[config.mk]
export PLATFORM = sky130hd
export DESIGN_NAME = usb_fifo_responder
export DESIGN_NICKNAME = d
export VERILOG_FILES = /design/src/rtl/usb_fifo_pkg.sv /design/src/rtl/usb_byte_fifo.sv /design/src/rtl/usb_fifo_responder.sv
export SDC_FILE = /design/constraint.sdc
export NUM_CORES = 1
export LEC_CHECK = 0
export CORE_MARGIN = 4
export CORE_UTILIZATION = 40
export CTS_CLUSTER_SIZE = 16
export DETAILED_ROUTE_END_ITERATION = 8
export PLACE_DENSITY_LB_ADDON = 0.05
export SKIP_LAST_GASP = 1
export SYNTH_ARGS = -nofsm -noshare
export SYNTH_HDL_FRONTEND = slang
export SYNTH_HIERARCHICAL = 1
export SYNTH_SLANG_ARGS = --single-unit
[constraint.sdc]
create_clock -name CLK -period 3 [get_ports CLK]
set_clock_uncertainty 0.05 [all_clocks]
set_input_delay 0.6 -clock CLK [delete_from_list [all_inputs] [get_ports CLK]]
set_output_delay 0.6 -clock CLK [all_outputs]
set_load 0.02 [all_outputs]
[src/rtl/usb_fifo_pkg.sv]
// usb_fifo_pkg: shared state encodings and default timing constants for the USB FIFO responder.
package usb_fifo_pkg;
  typedef enum logic [1:0] {RX_IDLE, RX_WAIT, RX_DRIVE, RX_PRECH} rx_state_t;
  typedef enum logic {TX_IDLE, TX_PRECH} tx_state_t;
  localparam int DEF_DEPTH = 16;
  localparam int DEF_RD_ACCESS = 3;
  localparam int DEF_PRECHARGE = 4;
endpackage

[src/rtl/usb_byte_fifo.sv]
// usb_byte_fifo: synchronous byte FIFO with occupancy count, full/empty flags and a combinational head.
module usb_byte_fifo #(
  parameter int DEPTH = 16
) (
  input  logic       CLK,
  input  logic       RST,
  input  logic       push,
  input  logic       pop,
  input  logic [7:0] wdata,
  output logic [7:0] rdata,
  output logic       full,
  output logic       empty
);
  localparam int AW = $clog2(DEPTH);
  logic [7:0] mem [DEPTH];
  logic [AW-1:0] wp, rp;
  logic [AW:0] count;
  logic do_push, do_pop;
  assign do_push = push && !full;
  assign do_pop = pop && !empty;
  assign full = count == (AW+1)'(DEPTH);
  assign empty = count == '0;
  assign rdata = mem[rp];
  always_ff @(posedge CLK)
    if (do_push) mem[wp] <= wdata;
  always_ff @(posedge CLK or posedge RST)
    if (RST) begin
      wp <= '0;
      rp <= '0;
      count <= '0;
    end else begin
      wp <= wp + AW'(do_push);
      rp <= rp + AW'(do_pop);
      count <= count + (AW+1)'(do_push) - (AW+1)'(do_pop);
    end
endmodule

[src/rtl/usb_fifo_responder.sv]
// usb_fifo_responder: FT245-style device-side bus emulator bridging async RD/WR strobes to host FIFOs.
module usb_fifo_responder
  import usb_fifo_pkg::*;
#(
  parameter int DEPTH = DEF_DEPTH,
  parameter int RD_ACCESS = DEF_RD_ACCESS,
  parameter int PRECHARGE = DEF_PRECHARGE
) (
  input  logic       CLK,
  input  logic       RST,
  input  logic       RD,
  input  logic       WR,
  input  logic [7:0] USBX_IN,
  output logic [7:0] USBX_OUT,
  output logic       USBX_OE,
  output logic       RXF,
  output logic       TXE,
  input  logic [7:0] HOST_RX_DATA,
  input  logic       HOST_RX_VALID,
  output logic       HOST_RX_READY,
  output logic [7:0] HOST_TX_DATA,
  output logic       HOST_TX_VALID,
  input  logic       HOST_TX_READY,
  output logic       OVERRUN,
  output logic       UNDERRUN
);
  rx_state_t rx_state, rx_next;
  tx_state_t tx_state, tx_next;
  logic [7:0] rx_cnt, rx_cnt_next, tx_cnt, tx_cnt_next, in1, in2, rx_head;
  logic [2:0] rd_sync, wr_sync;
  logic rd_fall, rd_rise, wr_fall, rx_pop, tx_push, rx_under, rx_full, rx_empty, tx_full, tx_empty;
  assign rd_fall = !rd_sync[1] && rd_sync[2];
  assign rd_rise = rd_sync[1] && !rd_sync[2];
  assign wr_fall = !wr_sync[1] && wr_sync[2];
  assign tx_push = wr_fall && !TXE;
  assign HOST_RX_READY = !rx_full;
  assign HOST_TX_VALID = !tx_empty;

  usb_byte_fifo #(.DEPTH(DEPTH)) u_rx_fifo (
    .CLK(CLK), .RST(RST), .push(HOST_RX_VALID && HOST_RX_READY), .pop(rx_pop),
    .wdata(HOST_RX_DATA), .rdata(rx_head), .full(rx_full), .empty(rx_empty)
  );
  usb_byte_fifo #(.DEPTH(DEPTH)) u_tx_fifo (
    .CLK(CLK), .RST(RST), .push(tx_push), .pop(HOST_TX_VALID && HOST_TX_READY),
    .wdata(in2), .rdata(HOST_TX_DATA), .full(tx_full), .empty(tx_empty)
  );

  always_comb begin
    rx_next = rx_state;
    rx_cnt_next = rx_cnt;
    rx_pop = 1'b0;
    case (rx_state)
      RX_IDLE: if (rd_fall) begin
        rx_next = RX_WAIT;
        rx_cnt_next = 8'(RD_ACCESS);
      end
      RX_WAIT, RX_DRIVE: if (rd_rise) begin
        rx_next = RX_PRECH;
        rx_cnt_next = 8'(PRECHARGE - 1);
        rx_pop = !rx_under;
      end else if (rx_state == RX_WAIT) begin
        rx_next = rx_cnt == '0 ? RX_DRIVE : RX_WAIT;
        rx_cnt_next = rx_cnt == '0 ? rx_cnt : rx_cnt - 8'd1;
      end
      RX_PRECH: begin
        rx_next = rx_cnt == '0 ? RX_IDLE : RX_PRECH;
        rx_cnt_next = rx_cnt == '0 ? rx_cnt : rx_cnt - 8'd1;
      end
    endcase
  end

  always_comb begin
    tx_next = tx_state;
    tx_cnt_next = tx_cnt;
    if (tx_state == TX_IDLE) begin
      tx_next = tx_push ? TX_PRECH : TX_IDLE;
      tx_cnt_next = tx_push ? 8'(PRECHARGE - 1) : tx_cnt;
    end else begin
      tx_next = tx_cnt == '0 ? TX_IDLE : TX_PRECH;
      tx_cnt_next = tx_cnt == '0 ? tx_cnt : tx_cnt - 8'd1;
    end
  end

  // Flags are precomputed so a strobe detected this cycle already raises RXF/TXE.
  always_ff @(posedge CLK or posedge RST)
    if (RST) begin
      rd_sync <= '1;
      wr_sync <= '1;
      in1 <= '0;
      in2 <= '0;
      rx_state <= RX_IDLE;
      tx_state <= TX_IDLE;
      rx_cnt <= '0;
      tx_cnt <= '0;
      rx_under <= 1'b0;
      USBX_OUT <= '0;
      USBX_OE <= 1'b0;
      RXF <= 1'b1;
      TXE <= 1'b1;
      OVERRUN <= 1'b0;
      UNDERRUN <= 1'b0;
    end else begin
      rd_sync <= {rd_sync[1:0], RD};
      wr_sync <= {wr_sync[1:0], WR};
      in1 <= USBX_IN;
      in2 <= in1;
      rx_state <= rx_next;
      tx_state <= tx_next;
      rx_cnt <= rx_cnt_next;
      tx_cnt <= tx_cnt_next;
      USBX_OE <= rx_next == RX_DRIVE;
      RXF <= !(rx_state == RX_IDLE && !rx_empty && !rd_fall);
      TXE <= !(tx_state == TX_IDLE && !tx_full && !wr_fall);
      if (rx_state == RX_IDLE && rd_fall) begin
        USBX_OUT <= rx_empty ? 8'h00 : rx_head;
        rx_under <= rx_empty;
      end
      if (rd_fall && (rx_state != RX_IDLE || rx_empty)) UNDERRUN <= 1'b1;
      if (wr_fall && TXE) OVERRUN <= 1'b1;
    end
endmodule

# --- Word-level counts from Yosys, hierarchy flattened ---
# Memory sizes are Yosys's and may differ from the RTL's.
# Cells that the tools add are included.
# Widths: inputs -> output; s select.
op_classes:
  n_addsub: 10
  n_mux: 24
  n_reduce_logical: 41
  n_bitwise: 1
  n_eq_ne: 9
op_table:
  columns: ["cell", "count"]
  rows:
  - ["$mux 8", 8]
  - ["$pmux 8 s3", 1]
  - ["$logic_and 1x1->1", 17]
  - ["$add 4x1->4", 4]
  - ["$logic_not 8->1", 2]
  - ["$sub 8x1->8 const B", 2]
  - ["$logic_not 1->1", 13]
  - ["$add 5x1->5", 2]
  - ["$eq 5x5->1 const B", 2]
  - ["$logic_not 5->1", 2]
  - ["$mux 2", 5]
  - ["$sub 5x1->5", 2]
  - ["$mux 1", 9]
  - ["$eq 2x2->1 const B", 3]
  - ["$pmux 2 s3", 1]
  - ["$ne 2x2->1 const B", 2]
  - ["$reduce_and 2->1", 2]
  - ["$reduce_bool 2->1", 2]
  - ["$ne 3x3->1 const B", 1]
  - ["$eq 2x1->1 const B", 1]
  - ["$logic_not 2->1", 1]
  - ["$reduce_or 2->1", 1]
  - ["$logic_or 1x1->1", 1]
  - ["$not 1->1", 1]
totals:
  ff_bits: 81
  in_bits: 22
  mem_count: 2
  out_inout_bits: 23
  mem_bits_rw: 256
mem_list:
  columns: ["memory", "words", "width", "rd", "rd_ports_with_merged_regs", "wr", "line", "rtl"]
  rows:
  - ["u_rx_fifo.mem", 16, 8, 1, 0, 1, "usb_byte_fifo.sv:15", "logic [7:0] mem [DEPTH];"]
  - ["u_tx_fifo.mem", 16, 8, 1, 0, 1, "usb_byte_fifo.sv:15", null]

# --- Logic depth before layout (Yosys ltp) ---
# Gate-level depths: netlist of the first run.
logic_depth:
  depth_word: 6
  mapped_depth: 14
  ltp_nobuf: 14

# --- Modules after synthesis ---
# Netlist of the first run, hierarchy kept.
modules_own_cells:
  columns: ["mod", "n_inst", "cells_each", "area_each_um2"]
  rows:
  - ["usb_byte_fifo (u_tx_fifo)", 1, 310, 5734.2]
  - ["usb_byte_fifo (u_rx_fifo)", 1, 276, 5657.9]
  - ["usb_fifo_responder", 1, 217, 2387.3]

# --- Least setup slack after synthesis of the first run ---
# Ideal clock, no wire load.
synth_timing:
  path_kind: "register to register"
  from: "reg u_tx_fifo.count[3]"
  to: "reg u_tx_fifo.count[4]"
  period_less_slack_ns: 2.570
  path_slack_ns: 0.430
  t_arrival_ns: 2.440
  required_time_ns: 2.870
  stages_incl_launch_ff: 15
  path_cell_list: "dfrtp_1 > inv_1 > ha_1 > nor4b_1 > nor2b_1 > nor2b_1 > ha_1 > inv_1 > ha_1 > inv_1 > fa_1 > inv_1 > a21oi_1 > o21bai_1 > xnor2_1"
synth_between:
  elab_chain_len: 5
  elab_cells_between_ends: 9
  cone_classes: "add/sub: 2; eq/ne: 1; reduce/logical: 6"
synth_rtl:
  columns: ["item", "line", "rtl"]
  rows:
  - ["start, declared", "usb_byte_fifo.sv:17", "logic [AW:0] count;"]
  - ["start signal, assigned", "usb_byte_fifo.sv:34", "count <= count + (AW+1)'(do_push) - (AW+1)'(do_pop);"]
  - ["$logic_not 5->1 *", "usb_byte_fifo.sv:22", "assign empty = count == '0;"]
  - ["via tx_empty", "usb_fifo_responder.sv:31", "logic rd_fall, rd_rise, wr_fall, rx_pop, tx_push, rx_under, rx_full, rx_empty, tx_full, tx_empty;"]
  - ["$logic_not 1->1 *", "usb_byte_fifo.sv:20, usb_fifo_responder.sv:37", null]
  - ["$logic_and 1x1->1", "usb_fifo_responder.sv:44", ".CLK(CLK), .RST(RST), .push(tx_push), .pop(HOST_TX_VALID && HOST_TX_READY),"]
  - ["$logic_and 1x1->1 *", "usb_byte_fifo.sv:20", "assign do_pop = pop && !empty;"]
  - ["$sub 5x1->5 *", "usb_byte_fifo.sv:34", null]
# Mark *: on every way through the listed nets, which the timed path passes. The rest lies on a longest branch.
# A chain may end at the register's enable or synchronous reset.

# --- Final worst setup path of the first run ---
layout_timing:
  from: "reg u_tx_fifo.rp[0]"
  to: "out HOST_TX_DATA[0]"
layout_between:
  elab_chain_len: 1
layout_rtl:
  columns: ["item", "line", "rtl"]
  rows:
  - ["start, declared", "usb_byte_fifo.sv:16", "logic [AW-1:0] wp, rp;"]
  - ["start signal, assigned", "usb_byte_fifo.sv:33", "rp <= rp + AW'(do_pop);"]
  - ["$mem_v2 16x8", null, null]
  - ["end, declared", "usb_fifo_responder.sv:21", "output logic [7:0] HOST_TX_DATA,"]
# Every way passes these cells.

==> run metrics, run 1 <==
critical path's slowest cell=mux4_2; Non-Filler Instances=around 1400; PD cells=~960 nW/um2; post-synth cell types=65; WP data required=2.35 ns; Starting Density=between 40% and 50%; synthesized flop and latch total=337; Post-Route WL=28.7 mm; Ant. Diodes=0; Min Clock Period, post-route=between 2 and 3 ns; Overall Global Routing Usage=15.1%; R2R cell count=14; top routing layer in use=met4; largest net degree at the start of global routing=36; post-route ant nets=0; slowest stage delay, CP=0.53 ns; Sequential Area=9730 um2; I/O pins=45; die area=37500 um2; outcome=finished clean; Initial DRC Count=approximately 460; DRC=0; RSZ-0062 raised after global routing=true; worst rel slew slack=54.8%; Multi-input gate area=3750 um2; Crit Path Category=flop to output port; Pwr Total=0.0155 W; R2R setup slack=between 0.15 and 0.2 ns; synthesized area per cell=17.2 um2; H-tree Lvls=2; Layout area overhead=17.8%; Slew Viols, Final=0; total CTS buffers=39; final hold violations=0; Initial DRT Pass Iterations=5; GP Congestion=0.900; max_cap viols=0; WL met2=14.7 mm; grt ovf=0; Async S/R FF share, synth=between 20% and 30%; Core Util, Final=48.0%; CTS tree=done; initial antenna violation count=0; drt wl/cell=~21 um; most common cell after layout, fill and taps aside=edfxtp_1; Row Count=67; dpl ws=0.0419 ns; hold depth=0; worst vdd ir=0.000527 V; layout filler cell count=2841; P_leak=5.92 nW; area leader, netlist=edfxtp_1; Synth area leaders=edfxtp_1, dfrtp_1, mux4_2; first-pass GRT wire length=44.5 mm; fin area=16200 um2; Post-Synthesis Cells=803; clock sinks=around 340; top cell type's share of synthesized area=55.8%; DR vias/cell=5.24; ys flop type=edfxtp_1; Die Y=~190 um; most frequent cells in the layout=edfxtp_1, dfrtp_1, buf_4; Root Buffer Master=clkbuf_16; Post-DP Area=14900 um2; layout cells sized above 1=18.6%; hold_buf cts=0; Met1 Routed Length=12.4 mm; clk buf depth=3; Worst-path clk slew=0.06 ns; synthesized area=13800 um2; port buffer count=44; post-synthesis sequential area ratio=70.6%; Worst setup EP type=output port; Final period util=96.7%; Setup violations, final=0; vias in the first global route=7719; number of synthesized flops with an enable pin=256; met3 wire length=950 um; DP HPWL=between 15 and 20 mm; startpoint type of the worst setup path=flop; Critical Path AT=2.25 ns; post-synthesis net count=853; FMAX=345 MHz; clk_lat worst skew=0.52 ns; final worst slack=~0.098 ns; die span in x=194 um; CP max FO=6; dpl cells=~1300; core area=33800 um2; number of synthesis warnings=6; worst hold path class=flop to flop; Cell Chain, Critical Path=buf_6 > buf_16 > mux4_2 > a22oi_2 > nand2_1 > buf_4; worst-margin pin slew=0.675 ns; nets=between 900 and 1000; Via Count=~7200
-- layout make-up --
cell class              instances  share of cell area [%]
clock buffers                  54                    6.62
clock inverters                17                   0.910
inverters                      33                   0.763
multi-input cells             400                    23.1
flip-flops and latches        337                    59.9
well taps                     448                    3.45
repair buffers                 92                    5.20
-- synth_stat cells, types with 3 or more instances --
| cell | instances |
|---|---|
| or4_1 | 3 |
| nand3_1 | 13 |
| buf_4 | 4 |
| nand3b_1 | 4 |
| clkdlybuf4s25_2 | 3 |
| inv_1 | 32 |
| nor3_1 | 13 |
| o21ai_0 | 21 |
| dfrtp_1 | 73 |
| nand2_1 | 30 |
| xor2_1 | 8 |
| a21oi_1 | 13 |
| mux2i_1 | 32 |
| nor2_1 | 40 |
| a22o_1 | 9 |
| clkbuf_1 | 9 |
| mux4_1 | 18 |
| a21o_1 | 7 |
| o22ai_1 | 3 |
| dfstp_2 | 8 |
| nor4_1 | 4 |
| nand2b_1 | 15 |
| nor2b_1 | 12 |
| ha_1 | 26 |
| nor3b_1 | 3 |
| xnor2_1 | 8 |
| buf_6 | 7 |
| a221oi_1 | 14 |
| mux4_2 | 30 |
| or3_1 | 5 |
| a22oi_1 | 29 |
| buf_12 | 3 |
| edfxtp_1 | 256 |
| buf_2 | 6 |
-- cell families after synthesis --
logic type                 after synthesis  share of synthesized area [%]
adders and majority gates               28                           2.65
AOI/OAI and AO/OA                      116                           6.07
DFF                                    337                           70.6
muxes                                   81                           10.7
and+or+nand+nor                        159                           6.11
xor gates and xnor gates                16                           1.02
buffers and inverters                   66                           2.83
-- per-layer routing --
metal  global-route usage (%)  up-vias
met2                     26.4      125
met1                     19.5     3710
met4                     4.30        0
met3                     2.50       37
li1                         -     3365
met5                        0        -
-- worst paths after layout --
kind                                                start                      endpoint
min in group asynchronous                             RST       USBX_OUT[3]$_DFFE_PP0P_
worst max register to register      rx_state[0]$_DFF_PP0_  u_rx_fifo/count[4]$_DFF_PP0_
worst min register to register           in1[6]$_DFF_PP0_              in2[6]$_DFF_PP0_
max in group asynchronous                             RST          wr_sync[2]$_DFF_PP1_
worst min-delay path                     in1[6]$_DFF_PP0_              in2[6]$_DFF_PP0_
worst max-delay path            u_tx_fifo/rp[0]$_DFF_PP0_               HOST_TX_DATA[0]
-- through the flow --
stage / setup TNS, ns / hold slack (ns)
floorplan: 0 / 0.281
global placement: 0 / 0.281
detailed placement: 0 / 0.286
CTS: -0.0919 / 0.295
global route: -0.0868 / 0.302
finish: 0 / 0.297
-- state kept, by name, indices dropped and copies added, names as in the netlist, 2 cells and up --
name / cells
rx_state: 2
rx_cnt: 8
in1: 8
u_rx_fifo/wp: 4
u_rx_fifo/rp: 4
in2: 8
tx_cnt: 8
wr_sync: 3
USBX_OUT: 8
u_tx_fifo/rp: 4
u_tx_fifo/wp: 4
u_rx_fifo/mem: 128
u_tx_fifo/mem: 128
u_rx_fifo/count: 5
u_tx_fifo/count: 5
rd_sync: 3
-- power breakdown --
group / switching [W] / total, W / internal (W)
logic: 0.00266 / 0.00491 / 0.00225
registers: 0.000528 / 0.00617 / 0.00564
clock network: 0.00177 / 0.00445 / 0.00268
total: 0.00496 / 0.0155 / 0.0106
-- worst max-delay path: cells and delay by family (launching register included) --
kind                   cells  cell delay (ns)
AO/OA/AOI/OAI              1             0.17
flip-flops                 1             0.50
buffers and inverters      3             0.44
AND/OR/NAND/NOR            1             0.09
multiplexers               1             0.53
-- timing repair --
item	4_1_cts	5_1_grt
gates resized for setup	38	14
pin swaps	0	1
endpoints found under the setup margin	8	8
setup buffers	2	0
cloned	2	0
Power figures use the tool's default switching activity.
==> run 2, diff against run 1 <==
- CORE_ASPECT_RATIO: unset -> 0.5
- SKIP_CTS_REPAIR_TIMING: unset -> 1
- SYNTH_HIERARCHICAL: 1 -> unset
==> run 2 against run 1 <==
Effect of this change:
- the flow now finishes with violations (setup timing)
- synthesized cell count is 9.8% lower
- via count decreased by 8.7%
- synthesized area fell by 2.3%
- flip-flop and latch count did not move
- count of clock-buffer cells in the layout is 14 lower
- sequential share of layout area is 1.3 points higher
- combinational power down 3%
- die area shrank 1.8%
==> run metrics, run 2 <==
post-synthesis sequential area ratio=72.3% (+1.7 points); Row Count=47 (-30%); CTS tree=done; Slew Viols, Final=0 (unchanged); P_leak=5.63 nW (-4.8%); number of synthesis warnings=0 (-6); post-synthesis net count=774 (-9.3%); dpl ws=0.0387 ns (-0.00321 ns); port buffer count=44 (unchanged); worst hold path class=flop to flop; top cell type's share of synthesized area=57.1% (+1.3 points); GP Congestion=0.721 (-20%); synthesized area per cell=18.6 um2 (+8.3%); Multi-input gate area=3510 um2 (-6.3%); Initial DRC Count=456 (-0.22%); Comb power frac=32.2% (+0.6 points); PD cells=934 nW/um2 (-2.4%); clock sinks=337 (unchanged); nets=885 (-7.1%); Critical Path AT=2.46 ns (+0.21 ns); setup TNS=-0.628 ns (-0.628 ns); Async S/R FF share, synth=24.0% (unchanged); vias in the first global route=6734 (-13%); WP data required=2.35 ns (about the same); I/O pins=45 (unchanged); max_cap viols=0 (unchanged); number of synthesized flops with an enable pin=256 (unchanged); first-pass GRT wire length=41.3 mm (-7.3%); Setup violations, final=8 (+8); dpl cells=1238 (-5.3%); Commonest cells post-synth=edfxtp_1, dfrtp_1, mux4_2, nor2_1, ha_1; sw power=0.00461 W (-7.0%); Pint=0.0102 W (-3.2%); Crit Path Category=flop to output port; ys flop type=edfxtp_1; synthesized flop and latch total=337 (unchanged); final hold violations=0 (unchanged); Sequential Area=9730 um2 (unchanged); drt wl/cell=20.9 um (+0.79%); area leader, netlist=edfxtp_1; clk buf depth=3 (unchanged); cell with the most instances after synthesis=edfxtp_1; failing checks=setup timing; initial antenna violation count=0 (unchanged); Min Clock Period, post-route=3.11 ns (+0.204 ns); largest family of logic cells by synthesized area=multiplexers; Layout area overhead=18.0%; outcome=complete, but fails checks; total CTS buffers=31 (-21%); H-tree Lvls=1 (-1); Via Count=6610 (-8.7%); Non-Filler Instances=1301 (-5.8%); worst vdd ir=0.000425 V (-19%); GR Layer Usage met1=21.4% (+1.9 points); Final period util=104% (+6.8 points); sequential share of power=42.1% (+2.4 points); startpoint type of the worst setup path=flop; CP max FO=6 (unchanged); Post-Route WL=27.2 mm (-5.0%); layout cells sized above 1=24.4% (+5.8 points); die area=36800 um2 (-1.8%); Worst setup EP type=output port; Most Crowded Layer GR=met2; Starting Density=40.6% (-0.14 points); M3 GR Usage=2.87% (+0.37 points); FMAX=322 MHz (-6.6%); Synth area leaders=edfxtp_1, dfrtp_1, mux4_2; RSZ-0062 raised after global routing=true; Root Buffer Master=clkbuf_16; DRC=0 (unchanged); Synth Area in Simple Gates=5.19% (-0.92 points); biggest regs=u_rx_fifo.mem (128), u_tx_fifo.mem (128); post-synth cell types=58 (-11%); Overall Global Routing Usage=15.1% (+0.015 points); compound-cell area share of the yosys netlist=3.59% (-2.5 points); Die Y=138 um (-29%); grt ovf=0 (unchanged); clk_lat worst skew=0.57 ns (+0.05 ns); clock network power share=25.7% (-3.0 points); mux cell area share after synthesis=12.7% (+2.0 points); core area=33100 um2 (-2.0%); largest net degree at the start of global routing=59 (+64%); worst rel slew slack=56.0% (+1.2 points); post-route ant nets=0 (unchanged); most common cell after layout, fill and taps aside=edfxtp_1; Post-Synth XOR/XNOR Area=1.69% (+0.68 points); Initial DRT Pass Iterations=5 (unchanged); Ant. Diodes=0 (unchanged); DP HPWL=17.6 mm (-7.0%); Post-Synthesis Cells=724 (-9.8%); synthesized area=13500 um2 (-2.3%); layout filler cell count=2781 (-2.1%); DR vias/cell=5.08 (-3.0%); worst-margin pin slew=0.659 ns (-0.0155 ns); Sw Share=31.1% (-0.87 points); most frequent cells in the layout=edfxtp_1, dfrtp_1, mux4_2; Worst-path clk slew=0.06 ns (about the same); Global Route met2 Usage=24.6% (-1.7 points); die span in x=267 um (+38%); final worst slack=-0.106 ns (-0.204 ns); Post-Synth Adder-Cell Area=2.71% (+0.063 points)
==> run 2: cell count changes in the layout (fill, tap and decap cells not counted), sizes merged, moves of 14 or more <==
cell	delta
a22oi	-27
nor2	+14
mux2i	-21
mux4	+21
a221oi	-16
nand2	-22
==> run 2: power by group through the flow <==
| stage | Clock (W) | Sequential, W | Combinational (W) |
|---|---|---|---|
| after floorplan | 0 | 0.00611 | 0.00338 |
| after global routing | 0.00419 | 0.00632 | 0.00525 |
| final | 0.00382 | 0.00625 | 0.00477 |
| after CTS | 0.00396 | 0.00623 | 0.00472 |
| after detailed placement | 0 | 0.00632 | 0.00472 |
| after global placement | 0 | 0.00631 | 0.00466 |
==> run 2: per-stage QoR <==
step / hold WS (ns) / area (um2) / util (%) / power [W]
floorplan: 0.281 / 13500 / - / 0.00949
global placement: 0.282 / 14800 / 44.6 / 0.0110
detailed placement: 0.286 / 14800 / 44.6 / 0.0110
CTS: 0.285 / 15800 / 47.6 / 0.0149
global route: 0.301 / 15900 / 48.0 / 0.0158
finish: 0.298 / 15900 / 48.0 / 0.0148
==> run 2: critical path, stage by stage (launching register included) <==
cell       delay, ns
dfrtp_2         0.52
clkbuf_16       0.22
mux4_2          0.51
mux4_2          0.49
buf_6           0.15
==> run 2: layer usage <==
metal	vias to the layer above	share of wire, %
li1	3067	-
met1	3402	47
met2	99	47
met3	42	4.0
met4	0	1.9
met5	-	0
==> run 2: area by class of cell <==
cell class                 instances  share of cell area (%)
sequential                       337                    61.2
multi-input combinational        337                    22.1
timing repair buffer             107                    6.43
clock buffer                      40                    5.49
tap                              441                    3.47
clock inverter                    18                   0.756
inverter                          21                   0.504
==> run 2: final timing paths <==
check                                          startpoint                            to  slack [ns]  depth (start not counted)
worst max-delay path            u_tx_fifo.rp[0]$_DFF_PP0_               HOST_TX_DATA[0]       -0.11                          4
worst min-delay path                 wr_sync[0]$_DFF_PP1_          wr_sync[1]$_DFF_PP1_        0.30                          0
worst max register to register      rx_state[0]$_DFF_PP0_  u_rx_fifo.count[4]$_DFF_PP0_        0.27                         12
worst min register to register       wr_sync[0]$_DFF_PP1_          wr_sync[1]$_DFF_PP1_        0.30                          0
max in group asynchronous                             RST          wr_sync[0]$_DFF_PP1_        1.86                          3
min in group asynchronous                             RST  u_rx_fifo.count[3]$_DFF_PP0_        0.31                          2
==> run 2: kinds of logic after synthesis <==
| logic type | count (synthesis) |
|---|---|
| flip-flops | 337 |
| adder cells (fa/ha/maj) | 28 |
| buffers and inverters | 50 |
| XOR/XNOR | 26 |
| multiplexers | 81 |
| AO/OA/AOI/OAI | 68 |
| AND/OR/NAND/NOR | 134 |
==> run 3, diff against run 2 <==
- CTS_CLUSTER_DIAMETER: unset -> 30
==> run 3 against run 2 <==
Effect of this change:
- register-to-register slack barely moved
- total power increased by 10%
- design area increased by 3.3%
- sequential power about the same
- the run still ends with setup timing left
- critical path type unchanged
- largest cell class unchanged
==> run metrics, run 3 (synthesis gave the netlist of run 2 again) <==
max_cap viols=0 (unchanged); die span in x=267 um (unchanged); DRC=0 (unchanged); Critical R2R Launch=rx_state[0]$_DFF_PP0_; CP max FO=8 (+2); Slew Viols, Final=0 (unchanged); top routing layer in use=met4; DP HPWL=17.6 mm (unchanged); CTS tree=done; Worst-path clk slew=0.06 ns (about the same); clk buf depth=3 (unchanged); port buffer count=44 (unchanged); Row Count=47 (unchanged); PD cells=996 nW/um2 (+6.6%); slowest stage delay, CP=0.53 ns (about the same); initial antenna violation count=0 (unchanged); Crit Path Category=flop to output port; Hold WS=0.291 ns (-0.00717 ns); Worst R2R End=u_rx_fifo.count[4]$_DFF_PP0_; critical path's top delay family=multiplexers; biggest regs=u_rx_fifo.mem (128), u_tx_fifo.mem (128); Initial DRT Pass Iterations=4 (-1); total CTS buffers=45 (+45%); clock sinks=337 (unchanged); worst vdd ir=0.000441 V (+3.7%); Core Util, Final=49.6% (+1.6 points); dpl cells=1238 (unchanged); met3 wire length=1.12 mm (+4.3%); die area=36800 um2 (unchanged); worst rel slew slack=55.8% (-0.21 points); most frequent CP cell=mux4_2; most frequent cells in the layout=edfxtp_1, dfrtp_1, mux4_2; Worst Setup SP=u_tx_fifo.rp[0]$_DFF_PP0_; outcome=complete, but fails checks; Non-Filler Instances=1326 (+1.9%); I/O pins=45 (unchanged); startpoint type of the worst setup path=flop; Post-Route WL=27.5 mm (+1.1%); Via Count=6696 (+1.3%); Setup violations, final=8 (unchanged); largest net degree at the start of global routing=59 (unchanged); Buf+Inv Stages, Crit Path=2 (unchanged); FMAX=323 MHz (+0.38%); Met1 Routed Length=12.8 mm (+0.71%); final worst slack=-0.0941 ns (+0.0118 ns); Min Clock Period, post-route=3.09 ns (-0.0118 ns); Worst setup EP type=output port; worst hold path class=flop to flop; core area=33100 um2 (unchanged); stages on the worst setup path=4 (unchanged); Initial DRC Count=465 (+2.0%); layout filler cell count=2769 (-0.43%); grt ovf=0 (unchanged); Critical Path AT=2.44 ns (-0.02 ns); Overall Global Routing Usage=15.4% (+0.31 points); most common cell after layout, fill and taps aside=edfxtp_1; vias in the first global route=6958 (+3.3%); GP Congestion=0.721 (unchanged); RSZ-0062 raised after global routing=true; critical path's slowest cell=dfrtp_2; clk_lat worst skew=0.54 ns (-0.03 ns); Final period util=103% (-0.39 points); post-route ant nets=0 (unchanged); drt wl/cell=20.7 um (-0.82%); WP data required=2.35 ns (about the same); Ant. Diodes=0 (unchanged); first-pass GRT wire length=41.9 mm (+1.6%); DR vias/cell=5.05 (-0.61%); Starting Density=40.6% (unchanged); R2R cell count=12 (unchanged); nets=899 (+1.6%); R2R setup slack=0.27 ns (about the same); Cell Chain, Critical Path=clkbuf_16 > mux4_2 > mux4_2 > buf_6; H-tree Lvls=2 (+1); WL met2=13.0 mm (+1.4%); Root Buffer Master=clkbuf_16; layout cells sized above 1=27.0% (+2.6 points); Die Y=138 um (unchanged); failing checks=setup timing; worst-margin pin slew=0.663 ns (+0.00322 ns); Layout area overhead=21.9%; P_leak=5.88 nW (+4.5%); end point of the critical path=HOST_TX_DATA[3]; final hold violations=0 (unchanged)
==> run 3: changes by cell type in the layout (fill, tap and decap cells not counted), moves of 3 or more <==
cell,before,now
clkbuf_16,36,48
bufinv_16,1,4
clkinv_2,9,6
clkinv_1,5,1
inv_6,1,8
clkinv_4,0,4
inv_8,0,6
clkinvlp_4,3,6
==> run 3: layer usage <==
layer / global-route usage (%) / vias up
met5: 0 / -
met4: 3.93 / 0
met3: 3.46 / 43
met2: 24.9 / 99
met1: 21.4 / 3444
li1: - / 3110
==> run 3: final cells by class <==
type                    count  area [um2]  share of cell area, %
clock buffers              48        1140                   6.93
clock inverters            35         383                   2.33
inverters                  21        80.1                  0.488
multi-input cells         337        3510                   21.4
flip-flops and latches    337        9730                   59.3
well taps                 441         552                   3.36
repair buffers            107        1020                   6.22
==> run 3: report_power, final <==
group	leakage, nW	switching [W]	internal, W
Clock	0.733	0.00214	0.00319
Sequential	3.27	0.000591	0.00566
Combinational	1.88	0.00233	0.00244
Total	5.88	0.00505	0.0113
==> run 3: worst min path at each step <==
stage,startpoint,endpoint,slack [ns],cells after the start
final,in1[1]$_DFF_PP0_,in2[1]$_DFF_PP0_,0.29,0
after global routing,wr_sync[0]$_DFF_PP1_,wr_sync[1]$_DFF_PP1_,0.30,0
after CTS,in1[1]$_DFF_PP0_,in2[1]$_DFF_PP0_,0.29,0
after detailed placement,in1[5]$_DFF_PP0_,in2[5]$_DFF_PP0_,0.29,0
after global placement,in1[1]$_DFF_PP0_,in2[1]$_DFF_PP0_,0.28,0
after floorplan,in1[0]$_DFF_PP0_,in2[0]$_DFF_PP0_,0.28,0
==> run 3: metrics by stage <==
stage | cell area (um2) | setup slack [ns] | setup TNS, ns | power (W)
global placement | 14800 | 0.0656 | 0 | 0.0110
global route | 16400 | -0.159 | -1.16 | 0.0173
detailed placement | 14800 | 0.0387 | 0 | 0.0110
finish | 16400 | -0.0941 | -0.535 | 0.0163
floorplan | 13500 | 0.0737 | 0 | 0.00949
CTS | 16300 | -0.454 | -3.40 | 0.0165
